[src/rtl/ft_recovery_ctrl.sv]
// Recovery sequencer for a dual-core lockstep pair: halt, reset faulty core, copy GPRs, resume.
// Optional macro FT_HALT_TIMEOUT_EN bounds the wait for halt_ack_i to HALT_WAIT cycles.
module ft_recovery_ctrl #(
    parameter int ADDR_WIDTH = 5,
    parameter int DATA_WIDTH = 32,
    parameter int MAX_RETRY  = 3,
    parameter int HALT_WAIT  = 16
) (
    input  logic                  clk_i,
    input  logic                  rst_ni,
    input  logic                  error_i,
    input  logic                  faulty_i,
    input  logic                  halt_ack_i,
    output logic                  halt_o,
    output logic [1:0]            core_rst_no,
    output logic                  rf_src_sel_o,
    output logic [ADDR_WIDTH-1:0] rf_raddr_o,
    input  logic [DATA_WIDTH-1:0] rf_rdata_i,
    output logic                  rf_we_o,
    output logic [ADDR_WIDTH-1:0] rf_waddr_o,
    output logic [DATA_WIDTH-1:0] rf_wdata_o,
    output logic                  resume_o,
    output logic                  busy_o,
    output logic                  fail_o,
    output logic [1:0]            retry_cnt_o
);

    typedef enum logic [2:0] {IDLE, HALT, RESET, COPY, DRAIN, RESUME, FAIL} state_e;

    localparam logic [ADDR_WIDTH-1:0] LAST_ADDR   = '1;
    localparam logic [1:0]            MAX_RETRY_C = 2'(MAX_RETRY);

    // The retry counter is two bits wide, so larger retry budgets cannot be represented.
    if (MAX_RETRY < 0 || MAX_RETRY > 3 || HALT_WAIT < 1) begin : g_param_check
        $error("ft_recovery_ctrl: unsupported MAX_RETRY or HALT_WAIT value");
    end

    state_e                state_q, state_d;
    logic                  faulty_q, faulty_d;
    logic                  halt_q, halt_d;
    logic [1:0]            core_rst_q, core_rst_d;
    logic                  src_sel_q, src_sel_d;
    logic [ADDR_WIDTH-1:0] raddr_q, raddr_d;
    logic                  we_q, we_d;
    logic [ADDR_WIDTH-1:0] waddr_q, waddr_d;
    logic                  resume_q, resume_d;
    logic                  busy_q, busy_d;
    logic                  fail_q, fail_d;
    logic [1:0]            retry_q, retry_d;
    logic                  rst_cnt_q, rst_cnt_d;
    logic                  go_reset, go_fail;

`ifdef FT_HALT_TIMEOUT_EN
    localparam int             HCW       = $clog2(HALT_WAIT + 1);
    localparam logic [HCW-1:0] HALT_LAST = HCW'(HALT_WAIT - 1);
    logic [HCW-1:0] halt_cnt_q, halt_cnt_d;
`endif

    always_comb begin
        state_d    = state_q;
        faulty_d   = faulty_q;
        halt_d     = halt_q;
        core_rst_d = core_rst_q;
        src_sel_d  = src_sel_q;
        raddr_d    = raddr_q;
        we_d       = 1'b0;
        waddr_d    = waddr_q;
        resume_d   = 1'b0;
        fail_d     = fail_q;
        retry_d    = retry_q;
        rst_cnt_d  = rst_cnt_q;
        go_reset   = 1'b0;
        go_fail    = 1'b0;
`ifdef FT_HALT_TIMEOUT_EN
        halt_cnt_d = halt_cnt_q;
`endif

        case (state_q)
            IDLE: begin
                if (error_i) begin
                    faulty_d  = faulty_i;
                    src_sel_d = ~faulty_i;
                    retry_d   = 2'd0;
                    halt_d    = 1'b1;
                    state_d   = HALT;
`ifdef FT_HALT_TIMEOUT_EN
                    halt_cnt_d = '0;
`endif
                end
            end
            HALT: begin
                if (halt_ack_i) begin
                    go_reset = 1'b1;
`ifdef FT_HALT_TIMEOUT_EN
                end else if (halt_cnt_q == HALT_LAST) begin
                    go_fail = 1'b1;
                end else begin
                    halt_cnt_d = halt_cnt_q + 1'b1;
`endif
                end
            end
            RESET: begin
                if (rst_cnt_q) begin
                    core_rst_d = 2'b11;
                    raddr_d    = {{(ADDR_WIDTH-1){1'b0}}, 1'b1};
                    state_d    = COPY;
                end else begin
                    rst_cnt_d = 1'b1;
                end
            end
            // The source file answers one cycle after the address, so the write trails the read by one.
            COPY: begin
                we_d    = 1'b1;
                waddr_d = raddr_q;
                if (raddr_q == LAST_ADDR) begin
                    state_d = DRAIN;
                end else begin
                    raddr_d = raddr_q + 1'b1;
                end
            end
            DRAIN: begin
                halt_d   = 1'b0;
                resume_d = 1'b1;
                state_d  = RESUME;
            end
            RESUME: begin
                raddr_d = '0;
                waddr_d = '0;
                state_d = IDLE;
            end
            default: begin
                state_d = FAIL;
            end
        endcase

        if (error_i && (state_q inside {RESET, COPY, DRAIN})) begin
            we_d = 1'b0;
            if (retry_q == MAX_RETRY_C) begin
                go_fail = 1'b1;
            end else begin
                retry_d  = retry_q + 1'b1;
                go_reset = 1'b1;
            end
        end

        if (go_reset) begin
            state_d    = RESET;
            core_rst_d = faulty_q ? 2'b01 : 2'b10;
            rst_cnt_d  = 1'b0;
            raddr_d    = '0;
        end

        if (go_fail) begin
            state_d    = FAIL;
            fail_d     = 1'b1;
            halt_d     = 1'b1;
            core_rst_d = 2'b11;
            we_d       = 1'b0;
        end

        busy_d = (state_d != IDLE);
    end

    always_ff @(posedge clk_i) begin
        if (!rst_ni) begin
            state_q    <= IDLE;
            faulty_q   <= 1'b0;
            halt_q     <= 1'b0;
            core_rst_q <= 2'b11;
            src_sel_q  <= 1'b0;
            raddr_q    <= '0;
            we_q       <= 1'b0;
            waddr_q    <= '0;
            resume_q   <= 1'b0;
            busy_q     <= 1'b0;
            fail_q     <= 1'b0;
            retry_q    <= 2'd0;
            rst_cnt_q  <= 1'b0;
`ifdef FT_HALT_TIMEOUT_EN
            halt_cnt_q <= '0;
`endif
        end else begin
            state_q    <= state_d;
            faulty_q   <= faulty_d;
            halt_q     <= halt_d;
            core_rst_q <= core_rst_d;
            src_sel_q  <= src_sel_d;
            raddr_q    <= raddr_d;
            we_q       <= we_d;
            waddr_q    <= waddr_d;
            resume_q   <= resume_d;
            busy_q     <= busy_d;
            fail_q     <= fail_d;
            retry_q    <= retry_d;
            rst_cnt_q  <= rst_cnt_d;
`ifdef FT_HALT_TIMEOUT_EN
            halt_cnt_q <= halt_cnt_d;
`endif
        end
    end

    assign halt_o       = halt_q;
    assign core_rst_no  = core_rst_q;
    assign rf_src_sel_o = src_sel_q;
    assign rf_raddr_o   = raddr_q;
    assign rf_we_o      = we_q;
    assign rf_waddr_o   = waddr_q;
    // Read data is already registered inside the source file; gating keeps the bus at zero when idle.
    assign rf_wdata_o   = we_q ? rf_rdata_i : '0;
    assign resume_o     = resume_q;
    assign busy_o       = busy_q;
    assign fail_o       = fail_q;
    assign retry_cnt_o  = retry_q;

endmodule

[config.mk]
export PLATFORM = sky130hd
export DESIGN_NAME = ft_recovery_ctrl
export DESIGN_NICKNAME = d
export VERILOG_FILES = /design/src/rtl/ft_recovery_ctrl.sv
export SDC_FILE = /design/constraint.sdc
export NUM_CORES = 1
export LEC_CHECK = 0
export CORE_MARGIN = 1
export CORE_UTILIZATION = 40
export DETAILED_ROUTE_END_ITERATION = 12
export GPL_TIMING_DRIVEN = 0
export PLACE_DENSITY = 0.84
export SYNTH_ARGS = -nofsm -noshare
export SYNTH_HDL_FRONTEND = slang
export SYNTH_SLANG_ARGS = --single-unit
[constraint.sdc]
create_clock -name clk_i -period 3.7 [get_ports clk_i]
set_input_delay 0.925 -clock clk_i [delete_from_list [all_inputs] [get_ports clk_i]]
set_output_delay 0.925 -clock clk_i [all_outputs]
set_load 0.1 [all_outputs]
# Word level (Yosys, flattened, before mapping)
# Index checks and enable logic that the tools add are counted.
[word_totals] reg_bits=25 input_bits=37 output_inout_bits=52 elab_cells=73
[classes] add_sub_neg=2 eq_ne=10 muxes=30 bitwise=2 n_reduce_logical=16
[ops] cell="$mux 32" count=1
[ops] cell="$pmux 3 s6" count=1
[ops] cell="$mux 2" count=8
[ops] cell="$mux 3" count=5
[ops] cell="$pmux 5 s3" count=1
[ops] cell="$reduce_bool 3->1" count=4
[ops] cell="$mux 1" count=10
[ops] cell="$mux 5" count=2
[ops] cell="$pmux 5 s2" count=1
[ops] cell="$eq 3x2->1 const B" count=2
[ops] cell="$eq 3x3->1 const B" count=2
[ops] cell="$reduce_and 2->1" count=3
[ops] cell="$reduce_bool 2->1" count=3
[ops] cell="$add 5x1->5 const B" count=1
[ops] cell="$eq 5x5->1 const B" count=1
[ops] cell="$ne 2x2->1 const B" count=2
[ops] cell="$reduce_or 2->1" count=2
[ops] cell="$eq 3x1->1 const B" count=1
[ops] cell="$logic_not 3->1" count=1
[ops] cell="$ne 3x3->1 const B" count=1
[ops] cell="$reduce_and 3->1" count=1
[ops] cell="$reduce_or 3->1" count=1
[ops] cell="$add 2x1->2 const B" count=1
[ops] cell="$eq 2x2->1 const B" count=1
[ops] cell="other kinds (3)" count=4

# Depth between registers and ports, before layout
[logic_depth] word_depth=7 depth_mapped=7 mapped_depth_nobuf=7

# Worst setup path before layout
# No wires, ideal clock.
[synth_timing] path_kind="reg2out" startpoint="reg we_q (netlist: rf_we_o)" endpoint="out rf_wdata_o[10]" t_arrival_ps=2016 required_ps=2775 slack_ps=759 path_stages_with_launch=3 n_path_buf=1 cell_sequence="dfxtp_1 > clkbuf_1 > and2_1"
[synth_via] elab_chain_len=1
[synth_lines] element="from (decl)" line="44" rtl="logic we_q, we_d;"
[synth_lines] element="from (signal assigned)" line="189" rtl="we_q <= we_d;"
[synth_lines] element="$mux 32" line="209" rtl="assign rf_wdata_o = we_q ? rf_rdata_i : '0;"
[synth_lines] element="to (decl)" line="21" rtl="output logic [DATA_WIDTH-1:0] rf_wdata_o,"
# No other way between the ends.

# Worst setup path after layout
[layout_timing] startpoint="in rf_rdata_i[28]" endpoint="out rf_wdata_o[28]"
[layout_via] elab_chain_len=1
[layout_lines] element="from (decl)" line="18" rtl="input logic [DATA_WIDTH-1:0] rf_rdata_i,"
[layout_lines] element="$mux 32" line="209"
# No other way between the ends.

==> flow_metrics.tcl <==
set metrics [dict create \
    outcome "finished, final reports clean" \
    pwr-share-clk 0.256 \
    yosysTopAreaCell "dfxtp_1" \
    yosysMostFrequentCell "and2_1" \
    dpl_cell_area_sq_mm 0.002482 \
    switching_share 0.3383 \
    synth-compound-area-share 0.1806 \
    max_slew.worst_pin.slew_ns 1.020 \
    place_congestion 0.8037 \
    clockBufferDepth 2 \
    synth_fp_nets 224 \
    yosys_warnings 0 \
    hold_buffers 0 \
    worstPathRequired_ns 2.77 \
    drv_slew 0 \
    post-route-min-period_ns 3.611 \
    grt_pass1_wl_microns 7431 \
    async_reset_ff_frac 0 \
    cap_violations 0 \
    critPathLaunchType "primary input" \
    io_buffer_count 87 \
    p_switching_w 0.0002225 \
    routed_wl_microns 4544 \
    end_kind "output pin" \
    synth_edf_count 0 \
    clock-sinks 25 \
    antenna_cells 0 \
    setup_viol 0 \
    die_h_microns 64.28 \
    post_cts_resized 0 \
    clk_latency_ns 0.28 \
    hold_path_class "reg2reg" \
    critPathMaxFanout 1 \
    die_area_sq_mm 0.004132 \
    synthSimpleGateAreaFrac 0.4000 \
    drtAntennaViolNets 0 \
    hold_slack_ns 0.4747 \
    grt_start_max_net_pins 14 \
    timing.rr.start "rf_raddr_o[0]" \
    p_per_area_mw_per_mm2 260.3 \
    synth.area.mux_share 0.02016 \
    vias 1664 \
    drtIter0Drc 92 \
    grt_overflow 0 \
    antenna_found_initial 0 \
    cts_made_buffers 3 \
    avgSynthCellArea_sq_um 8.432 \
    synthAdderAreaFrac 0.02419 \
    fmax_ghz 0.2769 \
    fin_area_sq_mm 0.002527 \
    ioPinCount 89 \
    firstDrtPassIters 4 \
    post-cts-setup-buffer-count 0 \
    synth_cell_type_count 47 \
    leakage_nw 0.9540 \
    synth-main-ff-cell "dfxtp_1" \
    ys_ff_latch 25 \
    rsz0062_at_grt "no" \
    fp-row-count 22 \
    cts_tree "done" \
    htree_levels 1 \
    dieWidth_microns 64.28 \
    syn_to_final_growth_pct 62.90 \
    synth_area_leaders "dfxtp_1 32%, and2_1 13%, nor2b_1 4.8%, nor2_1 4.4%, a22oi_1 3.4%" \
    finalSetupTns_ns 0 \
    final_nets 316 \
    grt_usage 0.2299 \
    vias_per_cell 5.152 \
    start_util 0.4206 \
    synth_common_cells "33 x and2_1, 25 x dfxtp_1, 18 x nor2_1" \
    fillers 310 \
    synth_top_family_by_area "simple AND/OR/NAND/NOR gates" \
    hpwl_microns 3530 \
    cts_root_buf "clkbuf_8" \
    critPathKind "in2out" \
    finalHoldViolCount 0 \
    max_slew_margin 0.3181 \
    synth-xor-area-share 0.005645 \
    startpoint "rf_rdata_i[28]" \
    p_seq_frac 0.438 \
    clk_pin_slew_ns 0.08 \
    ys_seq_area_frac 0.3226 \
    syn_area_sq_mm 0.001551 \
    synth_cells 184 \
    route.detailed.drc 0 \
    skew_ns 0.006051 \
    grt_pass1_vias 1561 \
    p_comb_frac 0.306 \
    irDropWorstVdd_uv 284.5 \
    core_sq_mm 0.003689 \
    post_drt_wl_per_cell_microns 14.07 \
    drive_gt1_frac 0.06909 \
    finalCritPeriodShare 0.9760 \
    arrival_ns 2.69 \
    internal_power_w 0.0004352 \
    hp-start "fail_o" \
    synth_top_area_share 0.3226 \
]
==> metrics by stage <==
stage          power (W)  cells  setup WS [ns]  utilization
2_1_floorplan  0.0004242    184         0.7594            -
3_3_place_gp   0.0004921    319        0.09559       0.6730
3_5_place_dp   0.0004948    319         0.1111       0.6730
4_1_cts        0.0006624    323        0.09527       0.6852
5_1_grt        0.0006904    323        0.07044       0.6852
6_report       0.0006578    323        0.08898       0.6852
==> kinds of logic after synthesis <==
group | after synthesis
buffers and inverters | 15
DFF | 25
AOI/OAI and AO/OA | 37
muxes | 3
xor gates and xnor gates | 1
and+or+nand+nor | 100
adders and majority gates | 3
==> critical path, stage by stage <==
cell,delay [ns]
clkdlybuf4s50_1,0.45
and2_1,0.16
clkdlybuf4s50_1,1.15
==> power groups by stage <==
stage | logic (W) | clock network (W) | registers, W
2_1_floorplan | 0.0000806 | 0 | 0.000344
3_3_place_gp | 0.000198 | 0 | 0.000294
3_5_place_dp | 0.000200 | 0 | 0.000294
4_1_cts | 0.000201 | 0.000173 | 0.000288
5_1_grt | 0.000213 | 0.000187 | 0.000290
6_report | 0.000201 | 0.000169 | 0.000288
==> registers in the layout, indices dropped and copies added, names as in the netlist <==
| register | cells |
|---|---|
| rf_waddr_o | 5 |
| fail_o | 1 |
| busy_o | 1 |
| faulty_q | 1 |
| core_rst_no | 2 |
| halt_o | 1 |
| rf_raddr_o | 5 |
| rf_we_o | 1 |
| resume_o | 1 |
| state_q | 3 |
| rst_cnt_q | 1 |
| rf_src_sel_o | 1 |
| retry_cnt_o | 2 |
==> cell usage in the layout, fill, tap and decap left out, types with 5 or more instances in the layout <==
cell	instances
a22o_1	5
a22oi_1	7
and2_1	33
clkbuf_1	8
clkdlybuf4s50_1	87
dfxtp_1	25
nand2_1	8
nand3b_1	5
nor2_1	18
nor2b_1	12
o21ai_0	6
==> final timing paths <==
kind / endpoint / slack [ns] / cells past startpoint
worst min-delay path: fail_o / 0.47 / 1
worst max register to register: rf_raddr_o[2] / 1.59 / 7
worst max-delay path: rf_wdata_o[28] / 0.09 / 3
worst min register to register: fail_o / 0.47 / 1
==> per-layer routing <==
metal / track usage / part of all wire
met1: 0.2839 / 0.43
met2: 0.3842 / 0.48
met3: 0.05357 / 0.081
met4: 0.08611 / 0.016
met5: 0 / 0
==> layout make-up <==
class	instances	area, sq um	area share
Buffer	13	65.06	0.02574
Tap cell	48	60.06	0.02376
Timing Repair Buffer	87	870.8	0.3446
Inverter	2	7.507	0.002970
Sequential cell	25	500.5	0.1980
Clock buffer	4	45.04	0.01782
Multi-Input combinational cell	144	978.4	0.3871
Power figures use the tool's default switching activity.
